File: config.mk
export PLATFORM = sky130hd
export DESIGN_NAME = cl_dmem_ctrl
export DESIGN_NICKNAME = d
export VERILOG_FILES = /design/src/rtl/cl_dmem_ctrl_pkg.sv /design/src/rtl/cl_dmem_ctrl_byte_lane.sv /design/src/rtl/cl_dmem_ctrl.sv
export SDC_FILE = /design/constraint.sdc
export NUM_CORES = 1
export LEC_CHECK = 0
export ABC_CLOCK_PERIOD_IN_PS = 1740
export BUFFER_PORTS_ARGS = -buffer_cell sky130_fd_sc_hd__buf_2
export CAP_MARGIN = 20
export CORE_MARGIN = 4
export CORE_UTILIZATION = 47
export CTS_BUF_LIST = sky130_fd_sc_hd__clkbuf_4
export DETAILED_ROUTE_END_ITERATION = 8
export PLACE_DENSITY = 0.79
export SYNTH_ARGS = -nofsm -noshare
export SYNTH_HDL_FRONTEND = slang
export SYNTH_SLANG_ARGS = --single-unit
File: constraint.sdc
create_clock -name clk -period 1.74 [get_ports clk]
set_input_delay 0.261 -clock clk [delete_from_list [all_inputs] [get_ports clk]]
set_output_delay 0.261 -clock clk [all_outputs]
set_load 0.01 [all_outputs]
File: src/rtl/cl_dmem_ctrl_pkg.sv
// Shared types for the data-memory controller.
// States and the latched pipeline request.
package cl_dmem_ctrl_pkg;

    typedef enum logic [2:0] {
        IDLE    = 3'd0,
        RD_REQ  = 3'd1,
        RD_WAIT = 3'd2,
        WR_REQ  = 3'd3,
        RESP    = 3'd4
    } dmem_state_e;

    typedef struct packed {
        logic [31:0] addr;
        logic [31:0] data;
        logic        store;
        logic        is_byte;
    } dmem_req_s;

endpackage

File: src/rtl/cl_dmem_ctrl_byte_lane.sv
// Little-endian byte lane helper: zero-extended extract
// and single-byte merge into a 32-bit word.
module cl_byte_lane (
    input  logic [31:0] word_i,
    input  logic [1:0]  lane_i,
    input  logic [7:0]  byte_i,
    output logic [31:0] extract_o,
    output logic [31:0] merge_o
);

    logic [4:0] sh;

    always_comb begin
        sh = {lane_i, 3'b000};
        extract_o = {24'b0, word_i[sh +: 8]};
        merge_o = word_i;
        merge_o[sh +: 8] = byte_i;
    end

endmodule

File: src/rtl/cl_dmem_ctrl.sv
// Memory-stage responder: one request at a time, byte loads
// by extraction and byte stores by read-modify-write.
module cl_dmem_ctrl
    import cl_dmem_ctrl_pkg::*;
#(
    parameter int ADDR_W = 10,
    parameter int DATA_W = 32
) (
    input  logic              clk,
    input  logic              reset,
    input  logic              req_v_i,
    output logic              req_ready_o,
    input  logic [31:0]       req_addr_i,
    input  logic [31:0]       req_data_i,
    input  logic              req_store_i,
    input  logic              req_byte_i,
    output logic              resp_v_o,
    output logic [31:0]       resp_data_o,
    output logic              busy_o,
    output logic              mem_v_o,
    input  logic              mem_ready_i,
    output logic              mem_w_o,
    output logic [ADDR_W-1:0] mem_addr_o,
    output logic [31:0]       mem_data_o,
    input  logic              mem_rv_i,
    input  logic [31:0]       mem_rdata_i
);

    if (DATA_W != 32) begin : g_bad_width
        $error("cl_dmem_ctrl: DATA_W must be 32");
    end

    dmem_state_e state_q, state_d;
    dmem_req_s   req_q, req_d;
    logic [31:0] wdata_q, wdata_d;
    logic [31:0] rdata_q, rdata_d;
    logic [31:0] lane_ext;
    logic [31:0] lane_mrg;
    logic        unused_addr_bits;

    assign unused_addr_bits = ^req_q.addr[31:ADDR_W+2];

    cl_byte_lane u_lane (
        .word_i    (mem_rdata_i),
        .lane_i    (req_q.addr[1:0]),
        .byte_i    (req_q.data[7:0]),
        .extract_o (lane_ext),
        .merge_o   (lane_mrg)
    );

    always_ff @(posedge clk) begin
        if (reset) begin
            state_q <= IDLE;
            req_q   <= '0;
            wdata_q <= '0;
            rdata_q <= '0;
        end else begin
            state_q <= state_d;
            req_q   <= req_d;
            wdata_q <= wdata_d;
            rdata_q <= rdata_d;
        end
    end

    always_comb begin
        state_d     = state_q;
        req_d       = req_q;
        wdata_d     = wdata_q;
        rdata_d     = rdata_q;
        req_ready_o = 1'b0;
        resp_v_o    = 1'b0;
        mem_v_o     = 1'b0;
        mem_w_o     = 1'b0;
        unique case (state_q)
            IDLE: begin
                req_ready_o = 1'b1;
                if (req_v_i) begin
                    req_d.addr    = req_addr_i;
                    req_d.data    = req_data_i;
                    req_d.store   = req_store_i;
                    req_d.is_byte = req_byte_i;
                    // only word stores skip the read phase
                    state_d = (req_store_i && !req_byte_i)
                            ? WR_REQ : RD_REQ;
                end
            end
            RD_REQ: begin
                mem_v_o = 1'b1;
                if (mem_ready_i) state_d = RD_WAIT;
            end
            RD_WAIT: begin
                if (mem_rv_i) begin
                    if (!req_q.store) begin
                        rdata_d = req_q.is_byte ? lane_ext : mem_rdata_i;
                        state_d = RESP;
                    end else begin
                        wdata_d = lane_mrg;
                        state_d = WR_REQ;
                    end
                end
            end
            WR_REQ: begin
                mem_v_o = 1'b1;
                mem_w_o = 1'b1;
                if (mem_ready_i) begin
                    rdata_d = '0;
                    state_d = RESP;
                end
            end
            RESP: begin
                resp_v_o = 1'b1;
                state_d  = IDLE;
            end
            default: state_d = IDLE;
        endcase
    end

    assign busy_o      = (state_q != IDLE);
    assign resp_data_o = rdata_q;
    assign mem_addr_o  = req_q.addr[ADDR_W+1:2];
    assign mem_data_o  = req_q.is_byte ? wdata_q : req_q.data;

endmodule

==> results.cfg, run 1 <==
[die]
row_count = 37
initial_core_util = 0.491
fp.dieH_um = 113
io_pins = 182
dieArea_mm2 = 0.0127
coreArea_mm2 = 0.0105
die_w_um = 113

[hold_path]
min_path_type = in2reg
worstHoldEndpoint = req_q[3]
hold_start = req_data_i[1]
min_path_cells = 3

[clocking]
cts-root-buf = clkbuf_4
cts_sinks = 113
cts_tree = built
clk_latency_ps = 490
htree_levels = 4
cts_buffers = 17
path_clk_slew_ps = 100
cts_buffer_depth = 2

[place]
dpl_cell_area_mm2 = 0.00605
dp.cells = 854
dp_hpwl_um = 11300
io_buffers = 161
gp_congestion = 0.924

[worst_setup_path]
slowest_delay_ps = 420
reg2reg_from = req_q[35]
required_ps = 1480
path_class = reg2out
cp_max_fo = 12
rr_endpoint = wdata_q[30]
worstSetupEndpointType = output port
cp_num_buf_inv = 2
path_delay_family = flip-flops
cp_slowest_cell = dfxtp_4
crit_arrival_ps = 1580
critPathLaunchType = flip-flop
ff2ff_path_depth = 6
crit_chain = clkbuf_16 -> mux2_2 -> buf_6
rrSetupSlack_ps = -60

[power_and_ir_drop]
p_total_mw = 8.27
vdd_drop_max_mv = 0.983
leakagePower_nw = 3.04
powerDensity_mw_per_mm2 = 1160

[timing]
hold_violations = 0
relSlewSlack = 0.693
finalSetupViolations = 37
min_period_ps = 1840
worst_pin_slew_ps = 461
slew_viol_final = 0
timing.final.crit_share = 1.06
rsz0062_at_grt = yes
whs_ps = 24.8
timing.fmax_ghz = 0.544
worst_clock_skew_ps = 15.7
setup_ws_ps = -99.3

[route]
wl_per_cell_um = 17.7
via_per_inst = 5.70
wirelength_um = 16700
drcViolationCount = 0
drt_iter0_markers = 421
first_pass_iters = 6
ant_nets = 0
num_vias = 5355

[layout]
fin_nets = 897
fillers = 832
post-route-util = 0.685
instances_no_fill = 939
final_cell_mix = buf_2, dfxtp_1, nand2_1
seqCellArea_mm2 = 0.00227
fin_area_mm2 = 0.00716
final_layout_size_suffix_gt1_frac = 0.365
multi_input_comb_area_mm2 = 0.00265
mostFrequentLayoutCell = buf_2
syn2layout_area_growth_pct = 39.5

[outcome]
status = finished with violations
violations = setup timing

[synth]
ys.flop_type = dfxtp_1
yosys.area_share.simple = 0.198
synth_cell_type_count = 38
synth_nets = 700
synth_top_family_by_area = simple AND/OR/NAND/NOR gates
synthXorXnorAreaFrac = 0
syn_inst = 592
syn_avg_cell_area_um2 = 8.67
synth.area.mux_share = 0.0902
synth_edf_count = 0
ys.warnings.count = 0
async_reset_ff_frac = 0
synth_fa_ha_area_frac = 0.0122
synth_seq_area_share = 0.441
synth_compound_area_frac = 0.187
ys_seq_elements = 113
synth.cell_area_mm2 = 0.00513

[grt]
grt_start_max_net_pins = 74
overflow = 0
grt_pass1_wl_um = 25100
track_usage = 0.244
grt_pass1_vias = 5103
antenna_found_initial = 2

[job]
maxCapViolCount = 0
## synth_stat cells, types with 2 or more instances
| cell | count | share of area |
|---|---|---|
| inv_1 | 16 | 0.012 |
| o21ai_0 | 2 | 0.0019 |
| nand2_1 | 106 | 0.077 |
| a221oi_1 | 25 | 0.043 |
| or3_1 | 2 | 0.0024 |
| nand3_1 | 2 | 0.0019 |
| mux2_2 | 34 | 0.075 |
| o211ai_1 | 7 | 0.010 |
| a21oi_1 | 55 | 0.054 |
| a221oi_2 | 8 | 0.023 |
| mux2i_1 | 8 | 0.016 |
| nor3_1 | 34 | 0.033 |
| buf_6 | 4 | 0.0088 |
| nor3_2 | 3 | 0.0058 |
| dfxtp_1 | 113 | 0.44 |
| a32oi_1 | 7 | 0.012 |
| a22oi_1 | 24 | 0.035 |
| and2_1 | 4 | 0.0049 |
| ha_1 | 5 | 0.012 |
| clkbuf_1 | 15 | 0.011 |
| o21a_1 | 2 | 0.0029 |
| nand2b_1 | 4 | 0.0049 |
| buf_2 | 24 | 0.023 |
| nor2_1 | 62 | 0.045 |
| nor2b_1 | 3 | 0.0037 |
| buf_4 | 11 | 0.016 |
## through the flow
stage,setup TNS (ps),setup WS [ps]
final,-2190,-99.3
after global routing,-5490,-185
after CTS,-2960,-109
after detailed placement,0,58.0
after global placement,0,108
after floorplan,0,2.26
## sequential cells by signal, summed over array words and instances (netlist names)
| signal | cells |
|---|---|
| req_q | 36 |
| resp_data_o | 32 |
| wdata_q | 32 |
| mem_addr_o | 10 |
| state_q | 3 |
## cell type report
class                      instances  area share
clock inverter                    13      0.0168
tap                              136      0.0238
antenna                            1    0.000349
sequential                       113       0.318
inverter                          16     0.00838
clock buffer                      19      0.0199
multi-input combinational        408       0.370
timing repair buffer             233       0.243
## worst min-delay path: stages
cell     delay (ps)
buf_2           100
nand2_1          50
a21oi_1          60
## how the worst max path moves through the flow
stage	from	end	slack, ps	cells past startpoint
after floorplan	req_q[34]	wdata_q[18]	2	7
after global placement	req_q[35]	wdata_q[30]	110	6
after detailed placement	req_q[35]	wdata_q[24]	60	6
after CTS	req_q[0]	mem_data_o[27]	-110	3
after global routing	req_q[35]	wdata_q[30]	-180	6
final	req_q[0]	mem_data_o[31]	-100	3
## cell families (layout without fill, tap and decap cells)
family                   after synthesis  in the layout
AND/OR/NAND/NOR                      227            227
adder cells (fa/ha/maj)                5              5
flip-flops                           113            113
AO/OA/AOI/OAI                        134            134
buffers and inverters                 71            281
multiplexers                          42             42
other                                  0              1
## timing repair
action | CTS | global route
cloned | 0 | 1
pin swaps | 1 | 7
hold buffers | 40 | 3
buffers inserted | 4 | 4
setup endpoints to repair | 35 | 60
resized for setup | 20 | 51
hold endpoints to repair | 40 | 3
## layer usage
| metal | global-route usage | routed length, um | share of wire |
|---|---|---|---|
| met1 | 0.301 | 6480 | 0.39 |
| met2 | 0.412 | 8200 | 0.49 |
| met3 | 0.0674 | 1490 | 0.089 |
| met4 | 0.0809 | 471 | 0.028 |
| met5 | 0 | 26 | 0.0016 |
## report_power, final
group / internal, mW / switching [mW] / leakage [nW]
registers: 2.94 / 0.279 / 0.921
clock network: 0.859 / 0.965 / 0.144
logic: 1.53 / 1.70 / 1.97
(Power assumes the default switching activity.)
==> run 2: changes to the inputs <==
CELL_PAD_IN_SITES_DETAIL_PLACEMENT = 1   (was default)
CELL_PAD_IN_SITES_GLOBAL_PLACEMENT = 2   (was default)
CORE_UTILIZATION = 26   (was 47)
PLACE_DENSITY = 0.76   (was 0.79)
==> run 2 against run 1 <==
Compared with the run above: critical path depth is the same; critical path type unchanged; the run still ends with setup timing left; routed wire length grew 15%; clock power grew 29%.
==> results.cfg, run 2 (synthesized netlist as in run 1, its figures left out) <==
[route]
drcViolationCount = 0
num_vias = 5111
wirelength_um = 19100
first_pass_iters = 5
ant_nets = 0
wl_per_cell_um = 17.7
via_per_inst = 4.74
drt_iter0_markers = 184

[die]
dieArea_mm2 = 0.0221
io_pins = 182
coreArea_mm2 = 0.0195
fp.dieH_um = 149
die_w_um = 149
initial_core_util = 0.264
row_count = 51

[clocking]
cts_buffers = 17
cts_buffer_depth = 2
cts_sinks = 113
cts-root-buf = clkbuf_4
htree_levels = 4
path_clk_slew_ps = 100
cts_tree = built
clk_latency_ps = 520

[timing]
min_period_ps = 1840
finalSetupViolations = 34
relSlewSlack = 0.683
setup_ws_ps = -103
timing.final.crit_share = 1.06
hold_violations = 0
worst_clock_skew_ps = 13.4
rsz0062_at_grt = yes
worst_pin_slew_ps = 476
whs_ps = 68.3
timing.fmax_ghz = 0.543
slew_viol_final = 0

[power_and_ir_drop]
leakagePower_nw = 3.15
vdd_drop_max_mv = 0.665
powerDensity_mw_per_mm2 = 1190

[layout]
fin_nets = 906
final_layout_size_suffix_gt1_frac = 0.382
mostFrequentLayoutCell = buf_2
top_register = req_q
fin_area_mm2 = 0.00759
largest_reg_flops = 36
fillers = 2302
syn2layout_area_growth_pct = 47.9
final_cell_mix = buf_2, dfxtp_1, nand2_1

[place]
io_buffers = 161
dp_hpwl_um = 13800
dpl_cell_area_mm2 = 0.00625
gp_congestion = 0.880

[worst_setup_path]
startpoint = req_q[0]
crit_chain = buf_12 -> mux2_2 -> buf_2
required_ps = 1480
crit_arrival_ps = 1580
cp_max_fo = 12
cp_num_buf_inv = 2
path_class = reg2out
cp_slowest_cell = dfxtp_4
reg2reg_from = state_q[0]
slowest_delay_ps = 420
worstSetupEndpointType = output port
path_delay_family = flip-flops
critPathLaunchType = flip-flop

[grt]
overflow = 0
grt_start_max_net_pins = 96
grt_pass1_wl_um = 29600
track_usage = 0.171
grt_pass1_vias = 5400
antenna_found_initial = 2

[outcome]
status = finished with violations
violations = setup timing

[job]
maxCapViolCount = 0

[hold_path]
min_path_type = in2reg
hold_start = mem_rdata_i[16]
[run 2: final cells by class]
type	count	area (um^2)	area share
Antenna cell	2	5.00	0.000659
Clock buffer	21	158	0.0208
Clock inverter	11	186	0.0246
Inverter	16	60.1	0.00791
Multi-Input combinational cell	408	2710	0.357
Sequential cell	113	2270	0.300
Tap cell	265	332	0.0437
Timing Repair Buffer	242	1860	0.246
[run 2: routing by layer]
| metal | GRT usage | wire [um] |
|---|---|---|
| met2 | 0.286 | 9160 |
| met3 | 0.0491 | 1080 |
| met5 | 0 | 0 |
| met4 | 0.0434 | 311 |
| met1 | 0.218 | 8550 |
[run 2: worst paths after layout]
check                         end  slack, ps  depth (start not counted)
setup / recovery   mem_data_o[10]       -100                          3
setup reg to reg       wdata_q[8]         90                          6
hold reg to reg         req_q[28]        460                          2
hold / removal    resp_data_o[16]         70                          3
[run 2: timing repair]
action                                  in CTS  in global routing
pin swaps                                    1                  4
hold endpoints to repair                    46                  0
cloned                                       1                  0
hold buffers                                46                  0
gates resized for setup                     48                 41
endpoints found under the setup margin      40                 62
setup buffers                                5                  4
[run 2: worst min-delay path, stage by stage]
cell and delay [ps]:
buf_2 130, a22oi_1 90, nor2_1 70
[run 2: stage by stage]
step | cells | power, mW | setup slack, ps | utilization | TNS, ps
after floorplan | 592 | 4.99 | 2.26 | - | 0
after global placement | 988 | 5.91 | 66.2 | 0.321 | 0
after detailed placement | 988 | 6.03 | -23.4 | 0.321 | -27.8
after CTS | 1072 | 8.85 | -176 | 0.377 | -5210
after global routing | 1078 | 9.58 | -214 | 0.390 | -6110
final | 1078 | 9.00 | -103 | 0.390 | -2330
[run 2: where the power goes]
part | leakage [nW] | internal [mW] | switching, mW
combinational | 2.05 | 1.65 | 1.78
clock | 0.187 | 1.34 | 1.01
sequential | 0.921 | 2.94 | 0.279
total | 3.15 | 5.94 | 3.07
==> run 3: changes to the inputs <==
ABC_CLOCK_PERIOD_IN_PS = 1900   (was 1740)
CORE_ASPECT_RATIO = 0.7   (was default)
CORE_UTILIZATION = 29   (was 26)
PLACE_DENSITY = 0.8   (was 0.76)
clock period = 1.9 ns   (was 1.74 ns; I/O delays follow)
==> run 3 against run 2 <==
Compared with the run above: the run now ends clean; via count up 0.33%; worst setup slack improved by 120 ps; worst hold slack got worse by 14 ps; global-route usage grew 1.5 points; core utilization grew 2.9 points; final cell count is 4.3% lower; sequential power shrank 8.4%.
==> results.cfg, run 3 (synthesized netlist as in run 1, its figures left out) <==
[clocking]
cts-root-buf = clkbuf_4
cts_buffers = 17
htree_levels = 4
path_clk_slew_ps = 100
cts_sinks = 113
cts_buffer_depth = 2
clk_latency_ps = 520
cts_tree = built

[timing]
worst_clock_skew_ps = 15.9
whs_ps = 53.9
timing.final.crit_share = 0.992
min_period_ps = 1890
hold_violations = 0
timing.fmax_ghz = 0.530
rsz0062_at_grt = yes
finalSetupViolations = 0
slew_viol_final = 0
setup_ws_ps = 14.7
relSlewSlack = 0.693
worst_pin_slew_ps = 460

[job]
maxCapViolCount = 0

[worst_setup_path]
critPathLaunchType = flip-flop
cp-endpoint = mem_data_o[17]
crit_chain = buf_12 -> mux2_2 -> buf_2
path_depth = 3
ff2ff_path_depth = 6
path_delay_family = flip-flops
reg2reg_from = state_q[0]
rrSetupSlack_ps = 90
startpoint = req_q[0]
required_ps = 1620
rr_endpoint = wdata_q[28]
worstSetupEndpointType = output port
path_class = reg2out
slowest_delay_ps = 420
crit_arrival_ps = 1600
cp_slowest_cell = dfxtp_4
cp_max_fo = 13
cp_num_buf_inv = 2

[place]
gp_congestion = 0.875
dp_hpwl_um = 13800
io_buffers = 161
post-place-ws_ps = 105

[route]
wirelength_um = 19100
first_pass_iters = 5
ant_nets = 0
drt_iter0_markers = 354
via_per_inst = 4.97
wl_per_cell_um = 18.5
drcViolationCount = 0
num_vias = 5128

[die]
row_count = 40
dieArea_mm2 = 0.0199
initial_core_util = 0.297
fp.dieH_um = 119
coreArea_mm2 = 0.0173
die_w_um = 167
io_pins = 182

[layout]
post-route-util = 0.419
fin_nets = 896
largest_reg_flops = 36
mostFrequentLayoutCell = buf_2
multi_input_comb_area_mm2 = 0.00263
fillers = 2083
final_cell_mix = buf_2, dfxtp_1, nand2_1
seqCellArea_mm2 = 0.00227
top_register = req_q
final_layout_size_suffix_gt1_frac = 0.347
syn2layout_area_growth_pct = 41.0
diodes = 0

[hold_path]
min_path_type = in2reg
min_path_cells = 3

[power_and_ir_drop]
powerDensity_mw_per_mm2 = 1070
vdd_drop_max_mv = 0.408
leakagePower_nw = 3.02

[grt]
overflow = 0
grt_start_max_net_pins = 36
antenna_found_initial = 0
grt_pass1_vias = 5339
grt_pass1_wl_um = 29600
track_usage = 0.187

[outcome]
status = complete, no violations
==> run 3: changes by cell type in the layout (fill, tap and decap cells not counted), moves of 3 or more <==
cell	change
clkbuf_4	-3
buf_4	-3
buf_6	-7
clkinv_1	+4
buf_2	+6
buf_12	-5
a221oi_2	-11
a221oi_1	+11
==> run 3: worst min path at each step <==
stage             startpoint   endpoint  slack [ps]
3_5_place_dp       req_q[27]  req_q[27]         450
2_1_floorplan  req_data_i[8]  req_q[10]         420
5_1_grt        req_addr_i[0]  req_q[34]          30
3_3_place_gp       req_q[21]  req_q[21]         440
4_1_cts        req_data_i[7]   req_q[9]           1
6_report       req_addr_i[0]  req_q[34]          50
==> run 3: area by class of cell <==
cell class,count,area share
multi-input cells,408,0.364
clock buffers,18,0.0187
inverters,16,0.00829
repair buffers,232,0.232
flip-flops and latches,113,0.314
well taps,231,0.0399
clock inverters,14,0.0235
==> run 3: where the power goes <==
group          switching [mW]  leakage, nW  internal, mW
registers               0.261        0.921          2.69
clock network           0.945        0.162          1.03
logic                    1.55         1.94          1.29
==> run 3: metal layers <==
| metal | vias up | global-route usage | share of wire |
|---|---|---|---|
| li1 | 2469 | - | - |
| met1 | 2465 | 0.258 | 0.47 |
| met2 | 178 | 0.289 | 0.45 |
| met3 | 16 | 0.0541 | 0.067 |
| met4 | 0 | 0.0429 | 0.011 |
| met5 | - | 0 | 0 |
==> run 3: per-stage QoR <==
stage	cell area (um^2)	power [mW]	instances	TNS [ps]
3_5_place_dp	6130	5.41	950	0
5_1_grt	7240	8.25	1032	-1040
2_1_floorplan	5150	4.56	592	0
3_3_place_gp	6130	5.31	950	0
4_1_cts	7060	7.65	1028	-331
6_report	7240	7.77	1032	0
==> run 3: repair_timing <==
action / 4_1_cts / 5_1_grt
setup endpoints to repair: 35 / 40
endpoints found under the hold margin: 44 / 1
resized for setup: 32 / 36
setup buffers: 1 / 3
hold buffers: 44 / 1
pin swaps: 0 / 0
gates cloned: 1 / 0
==> run 3: tightest hold or removal path: stages <==
cell,delay [ps]
buf_2,120
nand2_1,60
a21oi_1,50
